## config.mk

```make
export PLATFORM = sky130hd
export DESIGN_NAME = hlsm_param_seq
export DESIGN_NICKNAME = d
export VERILOG_FILES = /design/src/rtl/hlsm_pkg.sv /design/src/rtl/hlsm_cmp.sv /design/src/rtl/hlsm_param_seq.sv
export SDC_FILE = /design/constraint.sdc
export NUM_CORES = 1
export LEC_CHECK = 0
export BUFFER_PORTS_ARGS = -buffer_cell sky130_fd_sc_hd__buf_4
export CAP_MARGIN = 20
export CORE_UTILIZATION = 50
export DETAILED_ROUTE_END_ITERATION = 10
export GPL_TIMING_DRIVEN = 0
export PLACE_DENSITY_LB_ADDON = 0.25
export SETUP_SLACK_MARGIN = 0.15
export SLEW_MARGIN = 20
export SYNTH_ARGS = -nofsm -noshare
export SYNTH_HDL_FRONTEND = slang
export SYNTH_SLANG_ARGS = --single-unit
```

## constraint.sdc

```tcl
create_clock -name Clk -period 9.06 [get_ports Clk]
set_input_delay 0.453 -clock Clk [delete_from_list [all_inputs] [get_ports Clk]]
set_output_delay 0.453 -clock Clk [all_outputs]
set_load 0.05 [all_outputs]
```

## src/rtl/hlsm_pkg.sv

```systemverilog
// Shared definitions for the HLSM family: state encoding and elaboration-time
// parameter checks reused by sibling blocks.
package hlsm_pkg;

  typedef enum logic [2:0] {
    S_IDLE = 3'd0,
    S_ADD  = 3'd1,
    S_CMP  = 3'd2,
    S_SEL  = 3'd3,
    S_SHF  = 3'd4
  } state_t;

  // True when a shift distance is usable on a word of the given width.
  function automatic bit shift_ok(input int step, input int width);
    return (step >= 0) && (step < width);
  endfunction

endpackage

```

## src/rtl/hlsm_cmp.sv

```systemverilog
// Combinational equality / less-than unit; signedness of lt fixed at elaboration.
module hlsm_cmp #(
  parameter int DATA_W     = 32,
  parameter int SIGNED_CMP = 0
) (
  input  logic [DATA_W-1:0] d,
  input  logic [DATA_W-1:0] e,
  output logic              eq,
  output logic              lt
);

  assign eq = (d == e);

  if (SIGNED_CMP != 0) begin : g_signed
    assign lt = ($signed(d) < $signed(e));
  end else begin : g_unsigned
    assign lt = (d < e);
  end

endmodule

```

## src/rtl/hlsm_param_seq.sv

```systemverilog
// Five-cycle Start/Done compute leaf: d=a+b, e=a+c compared, then x/z selected
// and shifted from latched operands; results held until the next job completes.
module hlsm_param_seq
  import hlsm_pkg::*;
#(
  parameter int DATA_W     = 32,
  parameter int SIGNED_CMP = 0,
  parameter int SHIFT_STEP = 1
) (
  input  logic              Clk,
  input  logic              Rst_n,
  input  logic              Start,
  input  logic [DATA_W-1:0] a,
  input  logic [DATA_W-1:0] b,
  input  logic [DATA_W-1:0] c,
  input  logic [DATA_W-1:0] seven,
  input  logic [DATA_W-1:0] nine,
  output logic              Busy,
  output logic              Done,
  output logic [DATA_W-1:0] x,
  output logic [DATA_W-1:0] z,
  output logic [DATA_W-1:0] f
);

  if (!shift_ok(SHIFT_STEP, DATA_W)) begin : g_bad_shift
    $error("hlsm_param_seq: SHIFT_STEP must lie in 0..DATA_W-1");
  end

  state_t            state_q, state_d;
  logic [DATA_W-1:0] a_q, a_d, b_q, b_d, c_q, c_d;
  logic [DATA_W-1:0] seven_q, seven_d, nine_q, nine_d;
  logic [DATA_W-1:0] d_q, d_d, e_q, e_d, fr_q, fr_d;
  logic [DATA_W-1:0] hreg_q, hreg_d, greg_q, greg_d;
  logic [DATA_W-1:0] x_q, x_d, z_q, z_d, f_q, f_d;
  logic              eq_q, eq_d, lt_q, lt_d;
  logic              busy_q, busy_d, done_q, done_d;
  logic              eq_w, lt_w;

  hlsm_cmp #(.DATA_W(DATA_W), .SIGNED_CMP(SIGNED_CMP)) u_cmp (
    .d (d_q),
    .e (e_q),
    .eq(eq_w),
    .lt(lt_w)
  );

  always_comb begin
    state_d = state_q;
    a_d     = a_q;     b_d    = b_q;    c_d    = c_q;
    seven_d = seven_q; nine_d = nine_q;
    d_d     = d_q;     e_d    = e_q;    fr_d   = fr_q;
    eq_d    = eq_q;    lt_d   = lt_q;
    hreg_d  = hreg_q;  greg_d = greg_q;
    x_d     = x_q;     z_d    = z_q;    f_d    = f_q;
    busy_d  = busy_q;
    done_d  = 1'b0;
    case (state_q)
      S_IDLE: begin
        busy_d = 1'b0;
        if (Start) begin
          a_d     = a;     b_d    = b;    c_d = c;
          seven_d = seven; nine_d = nine;
          busy_d  = 1'b1;
          state_d = S_ADD;
        end
      end
      S_ADD: begin
        d_d     = a_q + b_q;
        e_d     = a_q + c_q;
        fr_d    = a_q - b_q;
        state_d = S_CMP;
      end
      S_CMP: begin
        eq_d    = eq_w;
        lt_d    = lt_w;
        state_d = S_SEL;
      end
      S_SEL: begin
        hreg_d  = eq_q ? (nine_q + a_q) : nine_q;
        greg_d  = seven_q;
        state_d = S_SHF;
      end
      S_SHF: begin
        x_d     = lt_q ? (hreg_q << SHIFT_STEP) : hreg_q;
        z_d     = eq_q ? (greg_q >> SHIFT_STEP) : greg_q;
        f_d     = fr_q;
        done_d  = 1'b1;
        busy_d  = 1'b0;
        state_d = S_IDLE;
      end
      // Unused encodings recover to a quiet IDLE.
      default: begin
        busy_d  = 1'b0;
        state_d = S_IDLE;
      end
    endcase
  end

  always_ff @(posedge Clk or negedge Rst_n) begin
    if (!Rst_n) begin
      state_q <= S_IDLE;
      a_q     <= '0; b_q    <= '0; c_q    <= '0;
      seven_q <= '0; nine_q <= '0;
      d_q     <= '0; e_q    <= '0; fr_q   <= '0;
      eq_q    <= 1'b0; lt_q <= 1'b0;
      hreg_q  <= '0; greg_q <= '0;
      x_q     <= '0; z_q    <= '0; f_q    <= '0;
      busy_q  <= 1'b0;
      done_q  <= 1'b0;
    end else begin
      state_q <= state_d;
      a_q     <= a_d;     b_q    <= b_d;    c_q    <= c_d;
      seven_q <= seven_d; nine_q <= nine_d;
      d_q     <= d_d;     e_q    <= e_d;    fr_q   <= fr_d;
      eq_q    <= eq_d;    lt_q   <= lt_d;
      hreg_q  <= hreg_d;  greg_q <= greg_d;
      x_q     <= x_d;     z_q    <= z_d;    f_q    <= f_d;
      busy_q  <= busy_d;
      done_q  <= done_d;
    end
  end

  assign Busy = busy_q;
  assign Done = done_q;
  assign x    = x_q;
  assign z    = z_q;
  assign f    = f_q;

endmodule

```

* Yosys cells after proc, flatten, opt, wreduce, memory -nomap -nowiden *
Index checks and enable logic that the tools add are counted.

storage, ports and cells
  bits in latches = 0
  ROM bits = 0
  output and inout port bits = 98
  bits in writable memories = 0
  memories = 0
  flip-flop bits (word level) = 423

operators by class
  magnitude comparators = 1
  mux-type cells = 8
  multiply operators = 0
  bitwise operators = 0
  equality and inequality tests = 6
  divide/modulo/power cells = 0
  reductions and logical operators = 3
  shifts and indexed selects = 0
  $add $sub $neg = 4

operators by type and width
  cell                                                  number
  adder 32 bit                                          3
  two-way mux 32 bit                                    3
  equality test 32 bit                                  1
  less-than comparator 32 bit                           1
  subtractor 32 bit                                     1
  one-hot mux 3 bit (4 select lines)                    1
  equality test 3 x 2 -> 1 bit (second input constant)  2
  equality test 3 x 1 -> 1 bit (second input constant)  1
  equality test 3 bit (second input constant)           1
  logical NOT 3 bit                                     1
  two-way mux 3 bit                                     1
  OR reduction 3 bit                                    1
  two-way mux 1 bit                                     2
  != test 2 bit (second input constant)                 1
  one-hot mux 1 bit (2 select lines)                    1
  AND reduction 2 bit                                   1

* Logic depth before layout (Yosys ltp) *
  depth after elaboration = 3
  depth in mapped cells = 13
  mapped depth without buffers = 13

* By module *
A second synthesis with hierarchy kept.

second synthesis, totals
  cells, all modules = 2,397
  area, all modules = 23,481.3 um^2

modules (own cells, without submodules)
  module          times used  area each (um^2)  cells an instance  seq. area each (um^2)
  hlsm_param_seq  1           22,669.2          2,285              10,560.1
  hlsm_cmp        1           812.0             112                0.0

* Least setup slack after synthesis *
Ideal clock, no wire load.

  path type = register -> register
  start point = reg a_q[0]
  end point = reg d_q[28]
  arrival = 2.723 ns
  clock period less this slack = 2.856 ns
  cell stages (with the launch flop) = 13
  path buffers = 0
  setup slack = 6.204 ns
  cell sequence = dfrtp_1 -> ha_1 -> fa_1 -> nor2b_1 -> o21a_1 -> o21ai_1 -> a211oi_1 -> o21ai_0 -> o21ai_1 -> a221oi_1 -> o211ai_1 -> xnor2_1 -> o21ai_0

on the way
  longest elaborated chain between the ends = 1

ends and longest elaborated chain
  element                   RTL line               text
  start: declaration        hlsm_param_seq.sv:30   logic [DATA_W-1:0] a_q, a_d, b_q, b_d, c_q, c_d;
  start signal: assignment  hlsm_param_seq.sv:101  a_q <= '0; b_q <= '0; c_q <= '0;
  start signal: assignment  hlsm_param_seq.sv:111  a_q <= a_d; b_q <= b_d; c_q <= c_d;
  adder 32 bit              hlsm_param_seq.sv:67   d_d = a_q + b_q;
  end signal: assignment    hlsm_param_seq.sv:103  d_q <= '0; e_q <= '0; fr_q <= '0;
  end signal: assignment    hlsm_param_seq.sv:113  d_q <= d_d; e_q <= e_d; fr_q <= fr_d;
  end: declaration          hlsm_param_seq.sv:32   logic [DATA_W-1:0] d_q, d_d, e_q, e_d, fr_q, fr_d;

No other way between the ends.
A chain may end at the register's enable or synchronous reset.

* Worst setup path in the final report *
  start point = reg a_q[1]
  end point = reg fr_q[27]

on the way
  longest elaborated chain between the ends = 1

ends and longest elaborated chain
  element                 RTL line               text
  subtractor 32 bit       hlsm_param_seq.sv:69   fr_d = a_q - b_q;
  end signal: assignment  hlsm_param_seq.sv:103
  end signal: assignment  hlsm_param_seq.sv:113
  end: declaration        hlsm_param_seq.sv:32

No other way between the ends.

==> load_flow_metrics.sql <==
INSERT INTO impl_metrics (metric_group, metric, value, unit) VALUES
('setup_path', 'worstPathBufferInverterCount', '0', ''),
('sta', 'fin_crit', '3830', 'ps'),
('floorplanning', 'fp-row-count', '78', ''),
('synthesis', 'post_synth_top_area_share', '45.5', '%'),
('clock_network', 'cts_buffers', '46', ''),
('cells_and_area', 'antenna-diode-count', '0', ''),
('placement', 'dp.final_hpwl', '52400', 'um'),
('clock_network', 'clock_insertion_delay_worst_skew', '600', 'ps'),
('setup_path', 'critPathCaptureType', 'flip-flop', ''),
('run', 'maxCapViolations', '0', ''),
('global_routing', 'grt_first_pass_wirelength', '106000', 'um'),
('setup_path', 'critPathKind', 'reg2reg', ''),
('placement', 'dpl-instance-area', '26100', 'um^2'),
('floorplanning', 'die-area', '47300', 'um^2'),
('sta', 'rsz_0062_raised_after_global_routing', 'false', ''),
('routing', 'route.vias.total', '18900', ''),
('synthesis', 'syn_inst', '2372', ''),
('cells_and_area', 'num-nets-final', '3008', ''),
('synthesis', 'synth_flop_cell', 'sky130_fd_sc_hd__dfrtp_1', ''),
('clock_network', 'path_clk_slew', '60', 'ps'),
('synthesis', 'top_cells_by_area_synth', 'sky130_fd_sc_hd__dfrtp_1, sky130_fd_sc_hd__ha_1, sky130_fd_sc_hd__mux2_2, sky130_fd_sc_hd__nand2_1, sky130_fd_sc_hd__a21oi_1', ''),
('synthesis', 'synth-async-reset-ratio', '100', '%'),
('setup_path', 'critical_path.top_delay_family', 'compound AO/OA/AOI/OAI gates', ''),
('routing', 'route.detailed.drc', '0', ''),
('clock_network', 'postCtsSetupBuffers', '0', ''),
('setup_path', 'critical-path-max-stage-delay', '700', 'ps'),
('clock_network', 'cts_tree', 'yes', ''),
('sta', 'fin_crit_sh', '42.3', '%'),
('cells_and_area', 'layout.cells.most_common_list', 'sky130_fd_sc_hd__dfrtp_1, sky130_fd_sc_hd__nand2_1, sky130_fd_sc_hd__buf_4, sky130_fd_sc_hd__a21oi_1, sky130_fd_sc_hd__o21ai_0', ''),
('clock_network', 'cts-htree-levels', '2', ''),
('floorplanning', 'coreArea', '45600', 'um^2'),
('global_routing', 'grt_use_total', '28.8', '%'),
('global_routing', 'grt_start_max_net_pins', '99', ''),
('setup_path', 'arrival', '4310', 'ps'),
('floorplanning', 'die_y', '218', 'um'),
('synthesis', 'synth_compound_gate_area_share', '15.7', '%'),
('synthesis', 'synth-adder-area-share', '8.75', '%'),
('sta', 'worstMarginPinSlew', '946', 'ps'),
('floorplanning', 'chipWidth', '218', 'um'),
('synthesis', 'synth_nets', '2695', ''),
('placement', 'gp_routability_congestion', '0.912', ''),
('cells_and_area', 'post_layout_nonfiller_instances', '3320', ''),
('clock_network', 'ctsRootBufferMaster', 'sky130_fd_sc_hd__clkbuf_16', ''),
('global_routing', 'number_of_global_route_vias_before_repair', '19000', ''),
('routing', 'drt_iter0_drc', '1179', ''),
('sta', 'fin_setup_tns', '0', 'ps'),
('floorplanning', 'start_util', '51.0', '%'),
('synthesis', 'postSynthRegisterBits', '422', ''),
('global_routing', 'grt_antenna_before_repair', '0', ''),
('setup_path', 'crit_path_cell_trace', 'ha_1, nor2b_1, o21ai_0, a21oi_1, o21ai_0, a21oi_1, o211ai_1, a211oi_1, o21bai_1, a2111o_1, nand3_1', ''),
('routing', 'detail_route.wl_per_cell', '20.3', 'um'),
('cells_and_area', 'layout.cells.most_common', 'sky130_fd_sc_hd__dfrtp_1', ''),
('placement', 'place.detailed.instances', '3236', ''),
('cells_and_area', 'layout-drive-gt1-share', '19.2', '%'),
('sta', 'report.final.setup_viol', '0', ''),
('synthesis', 'number_of_distinct_library_cells_after_synthesis', '66', ''),
('setup_path', 'critPathSlowestCell', 'sky130_fd_sc_hd__dfrtp_1', ''),
('clock_network', 'cts.sinks', '422', ''),
('synthesis', 'synth_area_in_xor_xnor', '4.11', '%'),
('cells_and_area', 'fin_area', '27700', 'um^2'),
('floorplanning', 'floorplan.io_pins', '261', ''),
('synthesis', 'synth_sequential_area_ratio', '45.5', '%'),
('status', 'outcome', 'completed', ''),
('synthesis', 'postSynthAreaPerCell', '9.79', 'um^2'),
('cells_and_area', 'areaGrowthSynthToFinish', '19.3', '%'),
('synthesis', 'edff_count_synth', '0', ''),
('sta', 'number_of_failing_hold_endpoints_at_the_final_stage', '0', ''),
('min_path', 'holdCritPathClass', 'in2reg', ''),
('routing', 'post_route_wl', '67300', 'um'),
('clock_network', 'cts-root-to-sink-buffers', '3', ''),
('routing', 'drt.antenna.violating_nets', '0', '');
==> kinds of logic after synthesis <==
family	Yosys count
adders and majority gates	160
DFF	422
and+or+nand+nor	576
xor gates and xnor gates	109
AOI/OAI and AO/OA	621
buffers and inverters	245
muxes	239
==> routing by layer <==
metal / track usage (%) / up-vias / routed length [um]
met5: 0 / - / 0
met4: 8.76 / 0 / 1890
met3: 4.53 / 115 / 3550
met2: 46.0 / 513 / 31100
met1: 40.2 / 9356 / 30800
li1: - / 8904 / -
==> repair_timing <==
item	CTS	global route
hold buffers	1	0
resized for setup	0	0
endpoints found under the hold margin	79	0
==> registers in the layout (all words and copies together), names as in the netlist <==
register	flops
a_q	32
b_q	32
c_q	32
d_q	32
e_q	32
f	32
greg_q	32
hreg_q	32
nine_q	32
seven_q	32
x	32
z	32
fr_q	31
state_q	3
Busy	1
Done	1
eq_q	1
lt_q	1
==> metrics by stage <==
stage / setup WS [ps] / hold slack, ps / util [%]
after detailed placement: 5350 / 452 / 57.2
final: 5230 / 62.1 / 60.8
after floorplan: 6200 / 157 / -
after global placement: 3360 / 442 / 56.9
after CTS: 5320 / 35.9 / 60.8
after global routing: 5010 / 57.2 / 60.8
==> cells in the mapped netlist (19+ instances only) <==
| library cell | number |
|---|---|
| sky130_fd_sc_hd__nand4_1 | 22 |
| sky130_fd_sc_hd__a21oi_1 | 215 |
| sky130_fd_sc_hd__nor2b_1 | 20 |
| sky130_fd_sc_hd__o21bai_1 | 30 |
| sky130_fd_sc_hd__mux2i_1 | 76 |
| sky130_fd_sc_hd__nand3_1 | 29 |
| sky130_fd_sc_hd__o21ai_0 | 201 |
| sky130_fd_sc_hd__ha_1 | 156 |
| sky130_fd_sc_hd__inv_1 | 124 |
| sky130_fd_sc_hd__xor2_1 | 29 |
| sky130_fd_sc_hd__dfrtp_1 | 422 |
| sky130_fd_sc_hd__xnor2_1 | 80 |
| sky130_fd_sc_hd__nor2_1 | 135 |
| sky130_fd_sc_hd__a21o_1 | 62 |
| sky130_fd_sc_hd__a31oi_1 | 19 |
| sky130_fd_sc_hd__clkbuf_1 | 99 |
| sky130_fd_sc_hd__mux2_2 | 162 |
| sky130_fd_sc_hd__nand2_1 | 302 |
==> worst paths after layout <==
kind                             start    endpoint  slack, ps  cells after the start
setup reg to reg                a_q[1]    fr_q[27]       5230                     11
max in group asynchronous        Rst_n  greg_q[14]       6980                      5
min in group asynchronous        Rst_n        f[4]        400                      2
hold reg to reg            seven_q[29]  greg_q[29]        450                      2
setup / recovery                a_q[1]    fr_q[27]       5230                     11
hold / removal                   b[27]     b_q[27]         60                      3
==> final cells by class <==
class                   count  area [um^2]  share of cell area, %
multi-input cells        1705        11700                   42.4
repair buffers            265         2080                   7.50
plain buffers             119          460                   1.66
clock inverters            18          340                   1.23
clock buffers              65         1310                   4.73
inverters                 126          473                   1.71
flip-flops and latches    422        10600                   38.1
well taps                 600          751                   2.71
==> worst min-delay path: stages <==
cell and delay [ps]:
sky130_fd_sc_hd__buf_4 80, sky130_fd_sc_hd__nand2_1 30, sky130_fd_sc_hd__o21ai_0 60
Power is left out: the tool's default activity adds up to more than one toggle a clock period on the data nets, which glitch-free logic cannot reach.
